File: config.mk
export PLATFORM = sky130hd
export DESIGN_NAME = serie_paralelo_rx
export DESIGN_NICKNAME = d
export VERILOG_FILES = /design/src/rtl/serie_paralelo_rx.sv
export SDC_FILE = /design/constraint.sdc
export NUM_CORES = 1
export LEC_CHECK = 0
export ABC_AREA = 1
export CAP_MARGIN = 20
export CORE_ASPECT_RATIO = 0.8
export CORE_MARGIN = 10
export CORE_UTILIZATION = 64
export CTS_CLUSTER_DIAMETER = 40
export DETAILED_ROUTE_END_ITERATION = 8
export DONT_BUFFER_PORTS = 1
export PLACE_DENSITY = 0.9
export SLEW_MARGIN = 10
export SYNTH_ARGS = -nofsm -noshare
export SYNTH_HDL_FRONTEND = slang
export SYNTH_SLANG_ARGS = --single-unit
File: constraint.sdc
create_clock -name clk_8f -period 2.7 [get_ports clk_8f]
set_clock_uncertainty 0.2 [all_clocks]
set_input_delay 0.135 -clock clk_8f [delete_from_list [all_inputs] [get_ports clk_8f]]
set_output_delay 0.135 -clock clk_8f [all_outputs]
set_load 0.01 [all_outputs]
File: src/rtl/serie_paralelo_rx.sv
// Receive-lane serial-to-parallel converter: hunts for the COMMA symbol to find
// byte alignment, locks after BC_REQ aligned COMMAs, then emits one byte per 8 clocks.
module serie_paralelo_rx #(
    parameter logic [7:0] COMMA  = 8'hBC,
    parameter logic [7:0] IDLE   = 8'h7C,
    parameter int         BC_REQ = 4
) (
    input  logic       clk_8f,
    input  logic       reset,
    input  logic       data_inS,
    output logic [7:0] data_outP,
    output logic       valid_out,
    output logic       byte_strobe,
    output logic       active,
    output logic [1:0] state_dbg
);

    typedef enum logic [1:0] {
        SEARCH = 2'd0,
        ALIGN  = 2'd1,
        ACTIVE = 2'd2
    } state_t;

    localparam logic [3:0] BC_REQ_L = 4'(BC_REQ);

    state_t     r_state;
    logic [6:0] r_sr;
    logic [2:0] r_bit_cnt;
    logic [3:0] r_bc_cnt;
    logic [7:0] r_data;
    logic       r_valid;
    logic       r_strobe;
    logic       r_active;

    state_t     w_state_nx;
    logic [2:0] w_bit_cnt_nx;
    logic [3:0] w_bc_cnt_nx;
    logic [7:0] w_data_nx;
    logic       w_valid_nx;
    logic       w_strobe_nx;
    logic [7:0] w_cand;
    logic       w_boundary;
    logic       w_is_comma;

    // The candidate byte always ends with the bit being sampled on this edge.
    assign w_cand     = {r_sr, data_inS};
    assign w_boundary = (r_bit_cnt == 3'd7);
    assign w_is_comma = (w_cand == COMMA);

    always_comb begin
        w_state_nx   = r_state;
        w_bit_cnt_nx = r_bit_cnt + 3'd1;
        w_bc_cnt_nx  = r_bc_cnt;
        w_data_nx    = r_data;
        w_valid_nx   = r_valid;
        w_strobe_nx  = 1'b0;
        case (r_state)
            SEARCH: begin
                if (w_is_comma) begin
                    w_bit_cnt_nx = 3'd0;
                    w_bc_cnt_nx  = 4'd1;
                    w_state_nx   = (BC_REQ_L == 4'd1) ? ACTIVE : ALIGN;
                end
            end
            ALIGN: begin
                if (w_boundary) begin
                    if (w_is_comma) begin
                        w_bc_cnt_nx = r_bc_cnt + 4'd1;
                        if (r_bc_cnt + 4'd1 == BC_REQ_L) begin
                            w_state_nx = ACTIVE;
                        end
                    end else begin
                        w_bc_cnt_nx = 4'd0;
                        w_state_nx  = SEARCH;
                    end
                end
            end
            ACTIVE: begin
                if (w_boundary) begin
                    w_strobe_nx = 1'b1;
                    // Control symbols clear the valid flag but keep the last data visible.
                    if (!w_is_comma && (w_cand != IDLE)) begin
                        w_data_nx  = w_cand;
                        w_valid_nx = 1'b1;
                    end else begin
                        w_valid_nx = 1'b0;
                    end
                end
            end
            default: begin
                w_state_nx = SEARCH;
            end
        endcase
    end

    always_ff @(posedge clk_8f) begin
        if (reset) begin
            r_state   <= SEARCH;
            r_sr      <= 7'd0;
            r_bit_cnt <= 3'd0;
            r_bc_cnt  <= 4'd0;
            r_data    <= 8'h00;
            r_valid   <= 1'b0;
            r_strobe  <= 1'b0;
            r_active  <= 1'b0;
        end else begin
            r_state   <= w_state_nx;
            r_sr      <= {r_sr[5:0], data_inS};
            r_bit_cnt <= w_bit_cnt_nx;
            r_bc_cnt  <= w_bc_cnt_nx;
            r_data    <= w_data_nx;
            r_valid   <= w_valid_nx;
            r_strobe  <= w_strobe_nx;
            r_active  <= (w_state_nx == ACTIVE);
        end
    end

    assign data_outP   = r_data;
    assign valid_out   = r_valid;
    assign byte_strobe = r_strobe;
    assign active      = r_active;
    assign state_dbg   = r_state;

endmodule

==> reports/qor.log, run 1 <==
qor: drt.postRouteAntennaNets 0
qor: global_route.grt-ovfl-total 0
qor: timing.max_slew.worst_pin.slew 0.584 ns
qor: cts.clock_tree_from_tritoncts built
qor: synth.synth_area 0.00118 mm^2
qor: critical_path.critPathLaunchType flop
qor: floorplan.die_w 68.1 um
qor: timing.post-route-min-period 1.75 ns
qor: cts.clock_latency 0.32 ns
qor: outcome.run_status finished, final reports clean
qor: timing.timing.final.setup_violations 0
qor: cts.cts_inserted_buffers 3
qor: layout.finalInstanceArea 0.00124 mm^2
qor: critical_path.cp_max_fo 13
qor: layout.synthToLayoutAreaGrowth 4.76%
qor: synth.yosys_register_bits 27
qor: synth.synth_warnings 0
qor: synth.count_of_flip_flops_with_a_built_in_enable_after_synthesis 0
qor: placed_design.routability_congestion_estimate_from_global_placement 0.864
qor: timing.final_hold_viols 0
qor: floorplan.pin_count 16
qor: placed_design.dpl.hpwl 1.78 mm
qor: cts.clockBufferDepth 2
qor: critical_path.worst-setup-path-type flop to flop
qor: layout.final_layout_size_suffix_gt1_frac 0.0848
qor: cts.cts.sink_count 27
qor: synth.synthDominantAreaCellType sky130_fd_sc_hd__dfxtp_1
qor: power.power_leakage 0.592 nW
qor: synth.postSynth.topFlopCell sky130_fd_sc_hd__dfxtp_1
qor: synth.post-synth-top-area-fraction 0.457
qor: floorplan.die_area 0.00398 mm^2
qor: placed_design.dpl_cell_area 0.00119 mm^2
qor: cts.cts.reportedPaths.clkPinSlew 0.14 ns
qor: placed_design.port-buffer-count 0
qor: synth.ys_seq_area_frac 0.457
qor: global_route.first_global_vias 955
qor: global_route.global_route.usage.total 0.125
qor: critical_path.setup.worst_path.end_class flop
qor: layout.layout.nets 173
qor: synth.synth_cell_types 18
qor: global_route.largest_net_degree_at_the_start_of_global_routing 16
qor: drt.routed_wirelength 2.32 mm
qor: drt.drc 0
qor: floorplan.core_region_area 0.00169 mm^2
qor: drt.route.detailed.wl_per_inst 12.4 um
qor: global_route.grt_pass1_wl 3.98 mm
qor: worst_hold_path.class_of_the_most_critical_hold_timing_path flop to flop
qor: critical_path.cp_num_buf_inv 1
qor: critical_path.critical_path.max_stage_delay 0.36 ns
qor: floorplan.starting_density_of_the_core 0.699
qor: synth.synthMostInstantiatedCell sky130_fd_sc_hd__nand2_1
qor: synth.postSynthAreaPerCell 7.30 um^2
qor: critical_path.crit_path_top_delay_cell sky130_fd_sc_hd__dfxtp_1
qor: timing.final_min_period_over_clock_period 0.647
qor: timing.slew-limit-headroom 0.610
qor: critical_path.worst-endpoint-required 2.77 ns
qor: critical_path.gate_family_responsible_for_the_most_delay_along_the_worst_path simple AND/OR/NAND/NOR gates
qor: power.p_per_area 483 mW/mm^2
qor: flow_run.cap_violations 0
qor: critical_path.worst-endpoint-arrival 1.81 ns
qor: drt.detailroute.via_count 957
qor: power.max-vdd-ir-drop 0.389 mV
qor: drt.avgViaCountPerCell 5.12
qor: drt.drt_pass1_iterations 4
qor: global_route.grt_antenna_before_repair 0
qor: synth.postSynthCellCount 162
qor: timing.fmax 573 MHz
qor: layout.antenna_cells 0
qor: cts.htree_levels 1
qor: timing.setup_repair_after_global_routing_missed_its_margin no
qor: synth.synth.cells.most_frequent 37 x sky130_fd_sc_hd__nand2_1, 30 x sky130_fd_sc_hd__inv_1, 27 x sky130_fd_sc_hd__dfxtp_1, 25 x sky130_fd_sc_hd__nor2_1, 11 x sky130_fd_sc_hd__nand3_1
qor: synth.synth_fp_nets 169
qor: synth.synth_area_leaders sky130_fd_sc_hd__dfxtp_1 46%, sky130_fd_sc_hd__nand2_1 12%, sky130_fd_sc_hd__inv_1 9.5%, sky130_fd_sc_hd__nor2_1 7.9%, sky130_fd_sc_hd__nand3_1 4.7%
qor: timing.fin_setup_tns 0 ns
qor: critical_path.critical_path.cell_chain ha_1 > ha_1 > inv_1 > nor2_4 > nand3_2 > nand2_1 > nand2_1 > nor2_1
qor: floorplan.placementRows 13
qor: drt.detailedRoute.firstIterationViolations 59
qor: floorplan.die_height 58.4 um
qor: cts.cts-root-buf sky130_fd_sc_hd__clkbuf_4
qor: timing.timing_max_transition_violations_final 0
qor: synth.async_reset_ff_frac 0
[kinds of logic (layout without fill, tap and decap cells)]
| logic type | Yosys count | count (layout) | share of synthesized area |
|---|---|---|---|
| adder cells (fa/ha/maj) | 4 | 4 | 0.0423 |
| AND/OR/NAND/NOR | 85 | 85 | 0.332 |
| buffers and inverters | 34 | 37 | 0.114 |
| flip-flops | 27 | 27 | 0.457 |
| AO/OA/AOI/OAI | 12 | 12 | 0.0540 |
[registers in the layout (all words and copies together) (netlist names)]
name         count
valid_out        1
data_outP        8
r_sr             7
r_bit_cnt        3
state_dbg        2
active           1
byte_strobe      1
r_bc_cnt         4
[power by group]
group	switching [W]	internal (W)	total (W)	leakage [nW]
sequential	0.00000293	0.000404	0.000407	0.219
combinational	0.0000142	0.00000688	0.0000211	0.356
clock	0.000115	0.0000555	0.000170	0.0177
[final cells by class]
class	instances	area, um^2
timing repair buffer	2	20.0
tap	22	27.5
sequential	27	541
inverter	31	116
clock buffer	3	22.5
multi-input combinational	101	507
fill	135	453
clock inverter	1	5.00
[timing repair]
action,CTS,global route
hold endpoints to repair,26,0
setup endpoints to repair,0,0
resized for setup,0,0
setup buffers,0,0
hold buffers,2,0
[cells in the final DEF (no fill, tap or decap), types with 3 or more instances in the layout]
| cell type | count |
|---|---|
| sky130_fd_sc_hd__nand2_1 | 37 |
| sky130_fd_sc_hd__inv_1 | 30 |
| sky130_fd_sc_hd__nor2_1 | 25 |
| sky130_fd_sc_hd__nand3_1 | 11 |
| sky130_fd_sc_hd__a21oi_1 | 8 |
| sky130_fd_sc_hd__clkbuf_4 | 3 |
| sky130_fd_sc_hd__o21ai_0 | 3 |
| sky130_fd_sc_hd__dfxtp_1 | 27 |
| sky130_fd_sc_hd__ha_1 | 4 |
| sky130_fd_sc_hd__nor2_4 | 3 |
[worst register-to-register path: stages, from the launching register on]
cell	delay [ns]
sky130_fd_sc_hd__dfxtp_1	0.36
sky130_fd_sc_hd__ha_1	0.15
sky130_fd_sc_hd__ha_1	0.18
sky130_fd_sc_hd__inv_1	0.09
sky130_fd_sc_hd__nor2_4	0.18
sky130_fd_sc_hd__nand3_2	0.26
sky130_fd_sc_hd__nand2_1	0.13
sky130_fd_sc_hd__nand2_1	0.05
sky130_fd_sc_hd__nor2_1	0.10
[final timing paths]
check / slack (ns) / end / from / cells after the start
max: 0.95 / data_outP[2] / r_bit_cnt[0] / 8
min reg2reg: 0.25 / r_sr[3] / r_sr[2] / 2
max reg2reg: 0.95 / data_outP[2] / r_bit_cnt[0] / 8
min: 0.25 / r_sr[3] / r_sr[2] / 2
[layer usage]
layer | wire length, um | track usage | vias up
met3 | 173 | 0.0491 | 4
met4 | 18 | 0.0287 | 0
li1 | - | - | 495
met1 | 1020 | 0.135 | 434
met5 | 0 | 0 | -
met2 | 1100 | 0.223 | 24
[per-stage QoR]
stage | utilization | hold WS, ns | worst slack, ns | power (W) | std cells
floorplan | - | -0.00256 | 1.17 | 0.000429 | 162
global placement | 0.704 | 0.0000493 | 1.07 | 0.000430 | 181
detailed placement | 0.704 | 0.00615 | 0.996 | 0.000431 | 181
CTS | 0.732 | 0.252 | 0.967 | 0.000602 | 187
global route | 0.732 | 0.288 | 0.765 | 0.000623 | 187
finish | 0.732 | 0.249 | 0.954 | 0.000599 | 187
(Power assumes the default switching activity.)
==> inputs of run 2 (changes only) <==
- CORE_UTILIZATION: 64 -> 60
- PLACE_DENSITY: 0.9 -> 0.86
- clock period: 2.7 -> 1.65 ns (I/O delays scaled with it)
==> run 2 against run 1 <==
Net effect:
- wire length is 0.91% lower
- sequential share of layout area decreased by 2.1 points
- non-clock buffer count is 2 higher
- maximum frequency grew 9.7%
- design area grew 5.3%
- sequential power is 64% higher
- clock power up 70%
- largest power group unchanged
==> reports/qor.log, run 2 (synthesized netlist as in run 1, its figures left out) <==
qor: global_route.largest_net_degree_at_the_start_of_global_routing 17 [+1]
qor: critical_path.worst-endpoint-arrival 1.64 ns [-0.17 ns]
qor: outcome.run_status finished, final reports clean
qor: cts.htree_levels 1 [unchanged]
qor: power.power_report.internal_total 0.000768 W [+64%]
qor: floorplan.die_area 0.00416 mm^2 [+4.5%]
qor: layout.final_layout_size_suffix_gt1_frac 0.125 [+0.0402]
qor: layout.final_core_utilization 0.696 [-0.0367]
qor: layout.antenna_cells 0 [unchanged]
qor: floorplan.placementRows 14 [+1]
qor: timing.timing_max_transition_violations_final 0 [unchanged]
qor: drt.detailedRoute.firstIterationViolations 45 [-24%]
qor: power.p_per_area 761 mW/mm^2 [+57%]
qor: critical_path.critPathLaunchType flop
qor: cts.clockBufferDepth 2 [unchanged]
qor: layout.most_common_library_cell_in_the_layout_ignoring_fill_and_taps sky130_fd_sc_hd__nand2_1
qor: layout.layout.nets 176 [+1.7%]
qor: floorplan.core_region_area 0.00187 mm^2 [+11%]
qor: power.power.switching 0.000225 W [+70%]
qor: layout.final_non_filler_cell_total 192 [+2.7%]
qor: timing.post-route-min-period 1.59 ns [-0.155 ns]
qor: global_route.first_global_vias 931 [-2.5%]
qor: drt.drc 0 [unchanged]
qor: placed_design.dpl.hpwl 1.69 mm [-5.0%]
qor: timing.setup_repair_after_global_routing_missed_its_margin yes
qor: critical_path.worst-endpoint-required 1.70 ns [-1.07 ns]
qor: cts.cts_inserted_buffers 3 [unchanged]
qor: cts.clock_latency 0.33 ns [about the same]
qor: timing.final_hold_viols 0 [unchanged]
qor: global_route.grt-ovfl-total 0 [unchanged]
qor: drt.routed_wirelength 2.29 mm [-0.91%]
qor: floorplan.starting_density_of_the_core 0.631 [-0.0681]
qor: power.power.combinational.fraction 0.036 [about the same]
qor: worst_hold_path.class_of_the_most_critical_hold_timing_path primary input to flop
qor: global_route.grt_pass1_wl 3.89 mm [-2.3%]
qor: drt.drt_pass1_iterations 4 [unchanged]
qor: flow_run.cap_violations 0 [unchanged]
qor: cts.cts.reportedPaths.clkPinSlew 0.16 ns [+0.02 ns]
qor: drt.route.detailed.wl_per_inst 11.9 um [-3.5%]
qor: timing.final_min_period_over_clock_period 0.964 [+0.318]
qor: timing.slew-limit-headroom 0.598 [-0.0120]
qor: drt.detailroute.via_count 944 [-1.4%]
qor: critical_path.worst-setup-path-type flop to flop
qor: power.total_power 0.000992 W [+66%]
qor: placed_design.port-buffer-count 0 [unchanged]
qor: timing.fmax 628 MHz [+9.7%]
qor: floorplan.die_w 69.6 um [+2.3%]
qor: floorplan.die_height 59.7 um [+2.2%]
qor: critical_path.setup.worst_path.end_class flop
qor: critical_path.cp_max_fo 5 [-8]
qor: power.p_sw_frac 0.227 [+0.00628]
qor: cts.clock_tree_from_tritoncts built
qor: drt.avgViaCountPerCell 4.92 [-3.9%]
qor: power.power.share.clock 0.291 [+0.007]
qor: placed_design.placed_cells 185 [+2.2%]
qor: timing.max_slew.worst_pin.slew 0.603 ns [+0.0199 ns]
qor: cts.cts-root-buf sky130_fd_sc_hd__clkbuf_4
qor: layout.most-common-layout-cells 37 x sky130_fd_sc_hd__nand2_1, 29 x sky130_fd_sc_hd__inv_1, 26 x sky130_fd_sc_hd__dfxtp_1, 25 x sky130_fd_sc_hd__nor2_1, 11 x sky130_fd_sc_hd__nand3_1
qor: floorplan.pin_count 16 [unchanged]
qor: layout.largest_register_ff_count 8 [unchanged]
qor: global_route.global_route.usage.total 0.110 [-0.0151]
qor: global_route.grt_antenna_before_repair 0 [unchanged]
qor: layout.synthToLayoutAreaGrowth 10.3%
qor: placed_design.routability_congestion_estimate_from_global_placement 0.899 [+4.0%]
qor: power.max-vdd-ir-drop 0.587 mV [+51%]
qor: power.power_leakage 0.609 nW [+2.8%]
qor: drt.postRouteAntennaNets 0 [unchanged]
qor: layout.n_fill_cell 154 [+14%]
qor: cts.cts.sink_count 27 [unchanged]
qor: timing.timing.final.setup_violations 0 [unchanged]
qor: power.seq_power_share 0.673 [-0.007]
[run 2: cell count changes in the layout (fill, tap and decap cells not counted), sizes merged]
cell          delta
buf              +2
clkinv           -1
clkinvlp         +1
dlygate4sd3      -1
dlymetal6s4s     +1
nand3            +1
[run 2: critical path: stages (launching register included)]
cell and delay (ns):
sky130_fd_sc_hd__dfxtp_2 0.35, sky130_fd_sc_hd__ha_1 0.22, sky130_fd_sc_hd__ha_4 0.17, sky130_fd_sc_hd__inv_2 0.08, sky130_fd_sc_hd__nor2_4 0.06, sky130_fd_sc_hd__buf_4 0.16
sky130_fd_sc_hd__inv_1 0.06, sky130_fd_sc_hd__nand2_1 0.06, sky130_fd_sc_hd__a21oi_2 0.15
[run 2: path summary, 6_finish.rpt]
path	start	endpoint	slack, ns	cells past startpoint
max	r_bit_cnt[0]	valid_out	0.06	8
min	reset	data_outP[7]	0.16	2
max reg2reg	r_bit_cnt[0]	valid_out	0.06	8
min reg2reg	r_sr[2]	r_sr[3]	0.26	2
[run 2: power groups by stage]
stage                     clock network, W  logic (W)  registers (W)
after floorplan                          0  0.0000228       0.000680
after global placement                   0  0.0000225       0.000680
after detailed placement                 0  0.0000236       0.000681
after CTS                         0.000294  0.0000331       0.000667
after global routing              0.000313  0.0000420       0.000670
final                             0.000289  0.0000354       0.000668
[run 2: area by class of cell]
cell class | instances | area, um^2 | share of cell area
Sequential cell | 27 | 542 | 0.416
Inverter | 31 | 116 | 0.0893
Multi-Input combinational cell | 102 | 548 | 0.420
Clock buffer | 3 | 22.5 | 0.0173
Tap cell | 24 | 30.0 | 0.0230
Clock inverter | 1 | 7.51 | 0.00576
Timing Repair Buffer | 4 | 37.5 | 0.0288
[run 2: metrics by stage]
stage	instance area, um^2	setup WS (ns)	setup TNS, ns	hold slack, ns
finish	1300	0.0586	0	0.163
global route	1300	-0.0270	-0.0784	0.191
CTS	1270	0.0130	0	0.248
detailed placement	1210	-0.0544	-0.217	-0.0502
global placement	1210	0.0748	0	-0.0517
floorplan	1180	0.117	0	-0.0551
[run 2: layer usage]
layer | GRT usage | vias up | wire length, um
li1 | - | 506 | -
met1 | 0.116 | 422 | 1060
met2 | 0.203 | 16 | 1080
met3 | 0.0530 | 0 | 153
met4 | 0.0140 | 0 | 0
met5 | 0 | - | 0
[run 2: timing repair]
action                     4_1_cts  5_1_grt
hold buffers                     2        0
gates cloned                     0        1
hold endpoints to repair        27        0
resized for setup                2        6
setup buffers                    0        0
pin swaps                        0        2
setup endpoints to repair        9       15
==> inputs of run 3 (changes only) <==
- CORE_MARGIN: 10 -> unset
- PLACE_DENSITY: 0.86 -> unset
- PLACE_DENSITY_LB_ADDON: unset -> 0.08
==> run 3 against run 2 <==
Net effect:
- wire length is 5.5% lower
- maximum frequency rose by 2.0%
- die area decreased by 48%
- count of clock-buffer cells in the layout did not move
- highest routed layer is now met4
==> reports/qor.log, run 3 (synthesized netlist as in run 1, its figures left out) <==
qor: critical_path.setup.worst_path.end_class flop
qor: layout.most_common_library_cell_in_the_layout_ignoring_fill_and_taps sky130_fd_sc_hd__nand2_1
qor: global_route.global_route.usage.total 0.223 [+0.113]
qor: critical_path.worst-endpoint-required 1.67 ns [-0.03 ns]
qor: global_route.grt-ovfl-total 0 [unchanged]
qor: layout.largest_register_ff_count 8 [unchanged]
qor: timing.slew-limit-headroom 0.634 [+0.0360]
qor: outcome.run_status finished, final reports clean
qor: layout.layout.area.seq 543 um^2 [+0.23%]
qor: layout.most-common-layout-cells 36 x sky130_fd_sc_hd__nand2_1, 29 x sky130_fd_sc_hd__inv_1, 25 x sky130_fd_sc_hd__nor2_1, 25 x sky130_fd_sc_hd__dfxtp_1, 11 x sky130_fd_sc_hd__nand3_1
qor: cts.clock_tree_from_tritoncts built
qor: cts.clock_latency 0.32 ns [about the same]
qor: placed_design.dpl.hpwl 1.52 mm [-9.9%]
qor: cts.cts.reportedPaths.clkPinSlew 0.14 ns [-0.02 ns]
qor: drt.drc 0 [unchanged]
qor: cts.setup_fix_buffers_added_after_clock_tree_synthesis 0 [unchanged]
qor: placed_design.port-buffer-count 0 [unchanged]
qor: power.max-vdd-ir-drop 0.658 mV [+12%]
qor: critical_path.cp_max_fo 5 [unchanged]
qor: layout.antenna_cells 0 [unchanged]
qor: placed_design.dpl_cell_area 0.00121 mm^2 [-0.21%]
qor: drt.avgViaCountPerCell 5.15 [+4.7%]
qor: timing.setup_repair_after_global_routing_missed_its_margin no
qor: cts.cts.sink_count 27 [unchanged]
qor: global_route.grt_antenna_before_repair 0 [unchanged]
qor: floorplan.die_height 41.7 um [-30%]
qor: placed_design.dpl_worst_slack -0.00707 ns [+0.0473 ns]
qor: critical_path.critical_path.cell_chain ha_1 > ha_2 > inv_2 > nor2_4 > buf_4 > nand3_1 > nand2_1 > a21oi_1
qor: critical_path.critical_path.max_stage_delay 0.36 ns [about the same]
qor: critical_path.crit_path_top_delay_cell sky130_fd_sc_hd__dfxtp_2
qor: drt.postRouteAntennaNets 0 [unchanged]
qor: layout.synthToLayoutAreaGrowth 8.78%
qor: layout.layout.nets 176 [unchanged]
qor: power.power_leakage 0.604 nW [-0.74%]
qor: layout.finalInstanceArea 0.00129 mm^2 [-1.3%]
qor: timing.timing_max_transition_violations_final 0 [unchanged]
qor: layout.final_layout_size_suffix_gt1_frac 0.131 [+0.00595]
qor: floorplan.pin_count 16 [unchanged]
qor: timing.setup_slack 0.0903 ns [+0.0317 ns]
qor: flow_run.cap_violations 0 [unchanged]
qor: timing.worst_hold_slack 0.258 ns [+0.0948 ns]
qor: layout.n_fill_cell 133 [-14%]
qor: placed_design.placed_cells 183 [-1.1%]
qor: timing.max_slew.worst_pin.slew 0.548 ns [-0.0559 ns]
qor: critical_path.critPathLaunchType flop
qor: critical_path.worst-endpoint-arrival 1.58 ns [-0.06 ns]
qor: drt.route.detailed.wl_per_inst 11.4 um [-4.5%]
qor: worst_hold_path.class_of_the_most_critical_hold_timing_path flop to flop
qor: cts.htree_levels 1 [unchanged]
qor: drt.drt_pass1_iterations 4 [unchanged]
qor: drt.routed_wirelength 2.17 mm [-5.5%]
qor: layout.multiInputGateArea 537 um^2 [-2.1%]
qor: timing.final_min_period_over_clock_period 0.945 [-0.0192]
qor: global_route.largest_net_degree_at_the_start_of_global_routing 16 [-1]
qor: timing.post-route-min-period 1.56 ns [-0.0317 ns]
qor: timing.final_hold_viols 0 [unchanged]
qor: critical_path.worst-setup-path-type flop to flop
qor: timing.timing.final.setup_violations 0 [unchanged]
qor: floorplan.starting_density_of_the_core 0.679 [+0.0485]
qor: cts.clockBufferDepth 2 [unchanged]
qor: layout.final_non_filler_cell_total 190 [-1.0%]
qor: cts.cts-root-buf sky130_fd_sc_hd__clkbuf_4
qor: cts.cts_inserted_buffers 3 [unchanged]
qor: timing.fin_setup_tns 0 ns [unchanged]
qor: floorplan.die_w 51.6 um [-26%]
qor: power.p_per_area 760 mW/mm^2 [-0.21%]
qor: placed_design.routability_congestion_estimate_from_global_placement 0.901 [+0.21%]
qor: drt.detailroute.via_count 978 [+3.6%]
qor: global_route.first_global_vias 885 [-4.9%]
qor: global_route.grt_pass1_wl 3.61 mm [-7.3%]
qor: floorplan.placementRows 13 [-1]
qor: floorplan.die_area 0.00215 mm^2 [-48%]
qor: timing.fmax 641 MHz [+2.0%]
qor: floorplan.core_region_area 0.00174 mm^2 [-7.1%]
qor: drt.detailedRoute.firstIterationViolations 24 [-47%]
[run 3: power breakdown]
group	switching, W	total, W	internal (W)	leakage (nW)
Clock	0.000186	0.000277	0.0000909	0.0177
Combinational	0.0000218	0.0000334	0.0000116	0.367
Sequential	0.00000471	0.000667	0.000662	0.219
[run 3: layout make-up]
type                    count  share of cell area
inverters                  31              0.0905
clock inverters             1             0.00389
clock buffers               3              0.0175
well taps                  22              0.0214
multi-input cells         102               0.417
repair buffers              4              0.0272
flip-flops and latches     27               0.422
[run 3: layer usage]
metal / share of wire / vias to the layer above / GRT usage
met5: 0 / - / 0
li1: - / 510 / -
met4: 0.0060 / 0 / 0.0324
met1: 0.47 / 432 / 0.276
met3: 0.063 / 2 / 0.0842
met2: 0.46 / 34 / 0.374
[run 3: worst max-delay path, delay by kind of cell, from the launching register on]
family / cells / cell delay, ns
buffers and inverters: 2 / 0.22
AND/OR/NAND/NOR: 3 / 0.29
flip-flops: 1 / 0.36
adder cells (fa/ha/maj): 2 / 0.35
AO/OA/AOI/OAI: 1 / 0.05
[run 3: path summary, 6_finish.rpt]
| kind | start | end | slack, ns | depth (start not counted) |
|---|---|---|---|---|
| setup / recovery | r_bit_cnt[0] | data_outP[4] | 0.09 | 8 |
| hold / removal | r_sr[1] | r_sr[2] | 0.26 | 2 |
| setup reg to reg | r_bit_cnt[0] | data_outP[4] | 0.09 | 8 |
| hold reg to reg | r_sr[1] | r_sr[2] | 0.26 | 2 |
[run 3: through the flow]
stage | util | power, W
after detailed placement | 0.693 | 0.000705
after CTS | 0.725 | 0.000984
final | 0.739 | 0.000977
after global placement | 0.693 | 0.000703
after floorplan | - | 0.000702
after global routing | 0.739 | 0.00102
[run 3: what timing repair did]
action	4_1_cts	5_1_grt
hold buffers	2	0
gates resized for setup	1	6
hold endpoints to repair	27	0
endpoints found under the setup margin	4	11
pin swaps	0	1
gates cloned	0	1
